--- src/rtl/oqpsk_pkg.sv ---
// rtl/oqpsk_pkg.sv - shared OQPSK constants, polarity map and FSM state encoding
// Purpose: common definitions for the OQPSK modulator and bit-recovery receiver.
// Ports: none (package).
package oqpsk_pkg;

  localparam int DEF_SAMPLE_W   = 12;
  localparam int DEF_SPB        = 16;
  localparam int DEF_MAG_THRESH = 64;

  // Bit value that maps to a positive rail level.
  localparam logic POS_BIT = 1'b1;

  typedef enum logic [1:0] {
    ST_IDLE  = 2'd0,
    ST_PRIME = 2'd1,
    ST_TRACK = 2'd2
  } state_t;

  // Rail polarity for a bit: +1 for POS_BIT, -1 otherwise.
  function automatic int bit_level(input logic b);
    return (b == POS_BIT) ? 1 : -1;
  endfunction

endpackage

--- src/rtl/oqpsk_integrate_dump.sv ---
// rtl/oqpsk_integrate_dump.sv - signed integrate-and-dump accumulator for one rail
// Purpose: accumulates sign-extended samples; sum includes the current sample.
// Ports:
//   clk    in  1         clock
//   rstn   in  1         synchronous reset, active-low
//   clear  in  1         force accumulator to 0
//   add    in  1         accept the current sample
//   start  in  1         treat the stored total as 0 for this sample (new window)
//   dump   in  1         this sample closes the window; restart from 0 afterwards
//   sample in  SAMPLE_W  signed sample
//   sum    out AW        running total including the current sample
module oqpsk_integrate_dump #(
  parameter int SAMPLE_W = 12,
  parameter int AW       = 17
) (
  input  logic                clk,
  input  logic                rstn,
  input  logic                clear,
  input  logic                add,
  input  logic                start,
  input  logic                dump,
  input  logic [SAMPLE_W-1:0] sample,
  output logic [AW-1:0]       sum
);

  logic [AW-1:0] acc;
  logic [AW-1:0] ext;

  always_comb begin
    ext = {{(AW-SAMPLE_W){sample[SAMPLE_W-1]}}, sample};
    sum = (start ? '0 : acc) + ext;
  end

  always_ff @(posedge clk) begin
    if (!rstn) begin
      acc <= '0;
    end else if (clear) begin
      acc <= '0;
    end else if (add) begin
      acc <= dump ? '0 : sum;
    end
  end

endmodule

--- src/rtl/oqpsk_bit_recovery.sv ---
// rtl/oqpsk_bit_recovery.sv - OQPSK half-symbol-offset integrate-and-dump bit recovery
// Purpose: integrates I over phases 0..2*SPB-1 and Q over SPB..SPB-1 (wrapping),
//   slices each dump to a hard bit and emits bits in I,Q,I,Q order.
// Ports:
//   CLK      in  1         clock
//   RST      in  1         synchronous reset, active-low
//   EN       in  1         sample strobe
//   SYNC     in  1         with EN, marks phase 0 of an I symbol
//   I_in     in  SAMPLE_W  in-phase sample, signed
//   Q_in     in  SAMPLE_W  quadrature sample, signed
//   BitOut   out 1         recovered bit
//   BitValid out 1         one-cycle strobe for BitOut/BitRail/WeakBit
//   BitRail  out 1         0 = I rail, 1 = Q rail
//   WeakBit  out 1         decision magnitude below MAG_THRESH
//   Locked   out 1         set by first bit after SYNC, cleared by SYNC or reset
module oqpsk_bit_recovery
  import oqpsk_pkg::*;
#(
  parameter int SAMPLE_W   = DEF_SAMPLE_W,
  parameter int SPB        = DEF_SPB,
  parameter int MAG_THRESH = DEF_MAG_THRESH
) (
  input  logic                CLK,
  input  logic                RST,
  input  logic                EN,
  input  logic                SYNC,
  input  logic [SAMPLE_W-1:0] I_in,
  input  logic [SAMPLE_W-1:0] Q_in,
  output logic                BitOut,
  output logic                BitValid,
  output logic                BitRail,
  output logic                WeakBit,
  output logic                Locked
);

  localparam int PW = $clog2(2*SPB);
  localparam int AW = SAMPLE_W + PW;
  localparam logic [PW-1:0] I_DUMP_PH = PW'(2*SPB-1);
  localparam logic [PW-1:0] Q_DUMP_PH = PW'(SPB-1);
  localparam logic [AW:0]   THRESH    = (AW+1)'(MAG_THRESH);

  state_t        state, next_state;
  logic [PW-1:0] phase;
  logic [PW-1:0] cur_phase;
  logic          sync_hit;
  logic          active;
  logic          i_dump, q_dump;
  logic          emit_i, emit_q, set_lock;
  logic [AW-1:0] i_sum, q_sum, dec_sum, mag;

  always_comb begin
    sync_hit  = EN && SYNC;
    // In IDLE only a SYNC sample is accepted; elsewhere every enabled sample counts.
    active    = EN && ((state != ST_IDLE) || SYNC);
    // The SYNC sample is phase 0 regardless of where the counter was.
    cur_phase = SYNC ? '0 : phase;
    i_dump    = active && (cur_phase == I_DUMP_PH);
    q_dump    = active && (cur_phase == Q_DUMP_PH);
  end

  oqpsk_integrate_dump #(.SAMPLE_W(SAMPLE_W), .AW(AW)) u_int_i (
    .clk    (CLK),
    .rstn   (RST),
    .clear  ((state == ST_IDLE) && !sync_hit),
    .add    (active),
    .start  (sync_hit),
    .dump   (i_dump),
    .sample (I_in),
    .sum    (i_sum)
  );

  // The Q accumulator also runs during the first half symbol; its dump at
  // phase SPB-1 just restarts it so the real Q window begins at phase SPB.
  oqpsk_integrate_dump #(.SAMPLE_W(SAMPLE_W), .AW(AW)) u_int_q (
    .clk    (CLK),
    .rstn   (RST),
    .clear  ((state == ST_IDLE) && !sync_hit),
    .add    (active),
    .start  (sync_hit),
    .dump   (q_dump),
    .sample (Q_in),
    .sum    (q_sum)
  );

  always_ff @(posedge CLK) begin
    if (!RST) begin
      state <= ST_IDLE;
      phase <= '0;
    end else begin
      state <= next_state;
      if (active) begin
        phase <= cur_phase + 1'b1;
      end
    end
  end

  always_comb begin
    next_state = state;
    emit_i     = 1'b0;
    emit_q     = 1'b0;
    set_lock   = 1'b0;
    case (state)
      ST_IDLE: begin
        if (sync_hit) next_state = ST_PRIME;
      end
      ST_PRIME: begin
        if (sync_hit) begin
          next_state = ST_PRIME;
        end else if (i_dump) begin
          emit_i     = 1'b1;
          set_lock   = 1'b1;
          next_state = ST_TRACK;
        end
      end
      ST_TRACK: begin
        if (sync_hit) begin
          next_state = ST_PRIME;
        end else begin
          emit_i = i_dump;
          emit_q = q_dump;
        end
      end
      default: next_state = ST_IDLE;
    endcase
  end

  always_comb begin
    dec_sum = emit_q ? q_sum : i_sum;
    // Negating the most negative value wraps to its correct unsigned magnitude.
    mag     = dec_sum[AW-1] ? -dec_sum : dec_sum;
  end

  always_ff @(posedge CLK) begin
    if (!RST) begin
      BitOut   <= 1'b0;
      BitValid <= 1'b0;
      BitRail  <= 1'b0;
      WeakBit  <= 1'b0;
      Locked   <= 1'b0;
    end else begin
      BitValid <= emit_i || emit_q;
      if (emit_i || emit_q) begin
        BitOut  <= (!dec_sum[AW-1] && (dec_sum != '0)) ? POS_BIT : ~POS_BIT;
        BitRail <= emit_q;
        WeakBit <= ({1'b0, mag} < THRESH) || (dec_sum == '0);
      end
      if (sync_hit) begin
        Locked <= 1'b0;
      end else if (set_lock) begin
        Locked <= 1'b1;
      end
    end
  end

endmodule

--- config.mk ---
export PLATFORM = sky130hd
export DESIGN_NAME = oqpsk_bit_recovery
export DESIGN_NICKNAME = d
export VERILOG_FILES = /design/src/rtl/oqpsk_pkg.sv /design/src/rtl/oqpsk_integrate_dump.sv /design/src/rtl/oqpsk_bit_recovery.sv
export SDC_FILE = /design/constraint.sdc
export NUM_CORES = 1
export LEC_CHECK = 0
export ABC_AREA = 1
export CAP_MARGIN = 20
export CORE_MARGIN = 10
export CORE_UTILIZATION = 40
export CTS_CLUSTER_SIZE = 14
export DETAILED_ROUTE_END_ITERATION = 8
export DONT_BUFFER_PORTS = 1
export GPL_ROUTABILITY_DRIVEN = 0
export SYNTH_ARGS = -nofsm -noshare
export SYNTH_HDL_FRONTEND = slang
export SYNTH_SLANG_ARGS = --single-unit
--- constraint.sdc ---
create_clock -name CLK -period 3.4 [get_ports CLK]
set_clock_uncertainty 0.05 [all_clocks]
set_input_delay 0.17 -clock CLK [delete_from_list [all_inputs] [get_ports CLK]]
set_output_delay 0.17 -clock CLK [all_outputs]
set_load 0.05 [all_outputs]
* Word level (Yosys, flattened, before mapping)
Index checks and enable logic that the tools add are counted.
Storage, ports and cells: register bits 46, input bits 28, output and inout bits 5
Operators by class: reductions and logical operators 19, bitwise operators 1, equality and inequality tests 6, multiplexer cells 19, add/sub/neg operators 4, order comparisons 1
Operators by type and width (number):
- 2-to-1 mux 17 bit | 6
- adder 17 bit | 2
- zero test 17 bit | 1
- < comparator 17 x 7 -> 1 bit, second input constant | 1
- negator 17 bit | 1
- nonzero test 17 bit | 1
- 2-to-1 mux 1 bit | 7
- logical AND 1 bit | 6
- 2-to-1 mux 2 bit | 3
- OR reduction 2 bit | 3
- adder 5 x 1 -> 5 bit, second input constant | 1
- equality test 5 x 4 -> 1 bit, second input constant | 1
- equality test 5 bit, second input constant | 1
- 2-to-1 mux 5 bit | 1
- one-hot mux 2 bit (2 select lines) | 1
- logical OR 1 bit | 3
- inequality test 3 x 2 -> 1 bit, second input constant | 1
- equality test 2 x 1 -> 1 bit, second input constant | 1
- equality test 2 bit, second input constant | 1
- zero test 1 bit | 2
- zero test 2 bit | 1
- inequality test 2 x 1 -> 1 bit, second input constant | 1
- one-hot mux 1 bit (2 select lines) | 1
- AND reduction 2 bit | 1
- other kinds (2) | 2

* Logic depth before layout (Yosys ltp)
word-level depth 11, gate-level depth with buffers 26, gate-level depth less buffers 24

* Cells and area by module
Synthesis repeated with hierarchy kept, for this count alone.
Unflattened totals: cell total of the unflattened synthesis 884, area, all modules 5032.3 um^2
By module, submodules not included:
- oqpsk_integrate_dump | cells each 311, seq. area each 340.3 um^2, area each 1781.7 um^2, times used 2
- oqpsk_bit_recovery | cells each 262, seq. area each 240.2 um^2, area each 1468.9 um^2, times used 1

* Least setup slack after synthesis
OpenSTA, ideal clock, no wires.
kind input port to flip-flop, start input port EN, end register WeakBit, slack 0.419 ns, arrival time 2.873 ns, library setup time 0.058 ns, cell stages on the path 23, buffers on the path 3, path through nand2_4 -> inv_4 -> clkbuf_1 -> buf_1 -> nor2_1 -> ha_1 -> fa_1 -> nand3_1 -> nand2_2 -> nand2_1 -> nand2_1 -> nand2_1 -> nand3_1 -> nand2_1 -> nand2_1 -> nand2_4 -> buf_6 -> nand2_1 -> a21oi_1 -> nand3_1 -> a21oi_1 -> nand3_1 -> nand2_1
Between the ends: longest elaborated chain between the ends 9
Ends and longest elaborated chain:
- start, declared | line oqpsk_bit_recovery.sv:25 | input logic EN,
- parallel branches: the longest is 9 deep, another holds adder 17 bit
- end signal, assigned | line oqpsk_bit_recovery.sv:145 | WeakBit <= ({1'b0, mag} < THRESH) || (dec_sum == '0);
- end, declared | line oqpsk_bit_recovery.sv:32 | output logic WeakBit,
Several ways; the timed one is not identified. A chain may end at the register's enable or synchronous reset.

* Worst setup path in the final report
start register phase[0], end register WeakBit
Between the ends: longest elaborated chain between the ends 10
Ends and longest elaborated chain:
- start, declared | line oqpsk_bit_recovery.sv:43 | logic [PW-1:0] phase;
- start signal, assigned | line oqpsk_bit_recovery.sv:92 | phase <= cur_phase + 1'b1;
- 2-to-1 mux 5 bit (*) | line oqpsk_bit_recovery.sv:56 | cur_phase = SYNC ? '0 : phase;
- equality test 5 x 4 -> 1 bit | line oqpsk_bit_recovery.sv:58 | q_dump = active && (cur_phase == Q_DUMP_PH);
- logical AND 1 bit | line oqpsk_bit_recovery.sv:58
- 2-to-1 mux 1 bit | line oqpsk_bit_recovery.sv:116 | if (sync_hit) begin
- 2-to-1 mux 1 bit | line oqpsk_bit_recovery.sv:102 | case (state)
- 2-to-1 mux 17 bit | line oqpsk_bit_recovery.sv:128 | dec_sum = emit_q ? q_sum : i_sum;
- negator 17 bit | line oqpsk_bit_recovery.sv:130 | mag = dec_sum[AW-1] ? -dec_sum : dec_sum;
- 2-to-1 mux 17 bit | line oqpsk_bit_recovery.sv:130
- < comparator 17 x 7 -> 1 bit | line oqpsk_bit_recovery.sv:145
- logical OR 1 bit | line oqpsk_bit_recovery.sv:145
Mark *: on every way between the ends. The rest lies on a longest branch, timed or not.

==> results.py <==
metrics = {
    "run_status": {
        "status": "finished, final reports clean",
    },
    "pwr": {
        "finalPower_mw": 2.42,
        "ir_worst_vdd_mv": 0.224,
        "power_density_nw_per_um2": 464,
        "p_leak_nw": 2.72,
    },
    "placed_design": {
        "pre_cts_ws_ns": 0.367,
        "hpwl_microns": 10500,
        "portBuffers": 0,
    },
    "timing": {
        "setup_viol": 0,
        "rsz0062_at_grt": "no",
        "fmax_ghz": 0.339,
        "fin_setup_tns_ns": 0,
        "finalCriticalPeriod_ns": 2.95,
        "slew_violations": 0,
        "tightest_slew_ns": 0.559,
        "timing.hold.ws_ns": 0.0543,
        "fin_ws_ns": 0.448,
        "finalHoldViolCount": 0,
        "slew_headroom_pct": 62.7,
        "finalCritPeriodShare_pct": 86.8,
    },
    "detailed_routing": {
        "first_iter_violations": 301,
        "vias": 5055,
        "first_pass_iters": 5,
        "routed_via_density": 4.89,
        "wl_per_cell_microns": 13.2,
        "ant_nets": 0,
        "route.detailed.drc": 0,
        "drt-total-wl_microns": 13600,
    },
    "clock_network": {
        "path_clk_slew_ns": 0.07,
        "tritoncts": "built",
        "htreeDepth": 2,
        "cts_hold_buf": 1,
        "cts_root_buf": "clkbuf_16",
        "cts_setup_buffers": 0,
        "post_cts_resized": 0,
        "clk_path_buf_depth": 2,
        "cts_sinks": 46,
        "numCtsBuffers": 5,
        "clock_latency_ns": 0.29,
    },
    "setup_path": {
        "path_cells": "nand2_1 > inv_1 > ha_1 > inv_1 > nor4_1 > ha_1 > nand2_1 > nor2_4 > nand2_8 > inv_6 > nand3_1 > nand2_1 > nand2_2 > nor2_4 > nand2_1 > nand2_1 > nand3_1 > nand2_1 > nand2_1 > nor2_2 > nand3_1 > nand2_1",
        "worstSetupPathType": "reg -> reg",
        "cp_top_family": "simple AND/OR/NAND/NOR gates",
        "worstPathRequired_ns": 3.59,
        "critPathMaxFanout": 17,
        "slowest_stage": "dfxtp_1",
        "cp-start-kind": "flip-flop",
        "cpMostUsedCell": "nand2_1",
        "critPathBufInv": 3,
        "cp-end-kind": "flip-flop",
        "critPathMaxStageDelay_ns": 0.32,
        "crit_arrival_ns": 3.14,
    },
    "logic_synthesis": {
        "synth_top_family_by_area": "simple AND/OR/NAND/NOR gates",
        "synthTopCellsByArea": "nand2_1 21%, dfxtp_1 19%, nand3_1 12%",
        "synth_seq_cells": 46,
        "ys_async_sr_fraction_pct": 0,
        "synth-xor-area-share_pct": 0.710,
        "synthAdderAreaFrac_pct": 10.7,
        "ys_seq_area_share_pct": 18.7,
        "synth_nets": 941,
        "synth_most_common_cell": "nand2_1",
        "synth_mux_area_share_pct": 0,
        "synth_edf_count": 0,
        "synth_area_sq_um": 4930,
        "ys_warn_count": 0,
        "synth-compound-area-share_pct": 8.04,
        "synth_top_area_cell": "nand2_1",
        "avgSynthCellArea_sq_um": 5.66,
        "yosysUniqueCellTypes": 42,
        "yosys.area_share.simple_pct": 47.6,
        "syn_inst": 872,
        "synthFlopType": "dfxtp_1",
        "yosysTopAreaCellShare_pct": 21.4,
        "ys_top_cells_by_count": "281 x nand2_1, 147 x inv_1, 114 x nand3_1",
    },
    "die": {
        "ios": 33,
        "core-area_sq_um": 12100,
        "die_area_sq_um": 17200,
        "start_util_pct": 40.9,
        "die_x_microns": 131,
        "die_y_microns": 131,
        "num_rows": 40,
    },
    "grt": {
        "grt.met1_usage_pct": 20.8,
        "grt_busiest_layer": "met2",
        "use_met3_pct": 2.33,
        "grt_pass1_wl_microns": 22700,
        "antenna_found_initial": 0,
        "grtUsageTotal_pct": 16.3,
        "grt_pass1_vias": 4754,
        "grt_use_met2_pct": 28.0,
        "grt_max_degree": 35,
        "grt_overflow": 0,
    },
    "job": {
        "drv_cap": 0,
    },
    "finish": {
        "post-route-util_pct": 43.3,
        "antennaDiodeCount": 0,
        "ff_latch_area_sq_um": 921,
        "drive_above_1_share_pct": 5.89,
        "nets": 935,
        "num-fill-cells": 1384,
        "area.growth.synth_to_final_pct": 5.78,
        "multi_input_area_sq_um": 3310,
    },
    "worst_hold_path": {
        "hp-class": "in -> reg",
    },
}
-- cell families (layout without fill, tap and decap cells) --
logic type               after synthesis  in the layout
AO/OA/AOI/OAI                         76             76
adder cells (fa/ha/maj)               41             41
flip-flops                            46             46
buffers and inverters                174            168
AND/OR/NAND/NOR                      531            531
XOR/XNOR                               4              4
-- area by class of cell --
| cell class | count | share of cell area [%] |
|---|---|---|
| tap | 168 | 4.03 |
| timing repair buffer | 7 | 1.05 |
| sequential | 46 | 17.6 |
| multi-input combinational | 652 | 63.5 |
| clock inverter | 2 | 0.192 |
| inverter | 154 | 11.2 |
| clock buffer | 5 | 2.40 |
-- stage by stage --
step           std cells  instance area, sq um
2_1_floorplan        872                  4930
3_5_place_dp        1026                  5070
4_1_cts             1034                  5220
6_report            1034                  5220
3_3_place_gp        1026                  5070
5_1_grt             1034                  5220
-- report_power, final --
part / total, mW / switching (mW) / internal [mW]
Clock: 0.485 / 0.219 / 0.266
Combinational: 1.27 / 0.850 / 0.418
Sequential: 0.668 / 0.0420 / 0.626
Total: 2.42 / 1.11 / 1.31
-- final timing paths --
check,from,end,slack (ns),cells after the start
max,phase[0],WeakBit,0.45,22
min,RST,BitRail,0.05,2
max reg2reg,phase[0],WeakBit,0.45,22
min reg2reg,u_int_i.acc[1],u_int_i.acc[1],0.41,2
-- routing by layer --
| metal | up-vias | share of wire (%) |
|---|---|---|
| li1 | 2733 | - |
| met1 | 2242 | 49 |
| met2 | 72 | 46 |
| met3 | 8 | 3.5 |
| met4 | 0 | 1.1 |
| met5 | - | 0 |
-- state kept, by name, indices dropped and copies added, names as in the netlist --
register,cells
phase,5
u_int_q.acc,17
BitRail,1
WeakBit,1
u_int_i.acc,17
BitOut,1
state,2
Locked,1
BitValid,1
-- cells in the final DEF, fill, tap and decap left out, types with 8 or more instances in the layout --
master / n
ha_1: 39
nand2_1: 281
nand2_2: 12
nor2_1: 79
inv_1: 147
nand4_1: 10
o21ai_0: 8
a21oi_1: 60
dfxtp_1: 46
nand3_1: 114
Power figures use the tool's default switching activity.
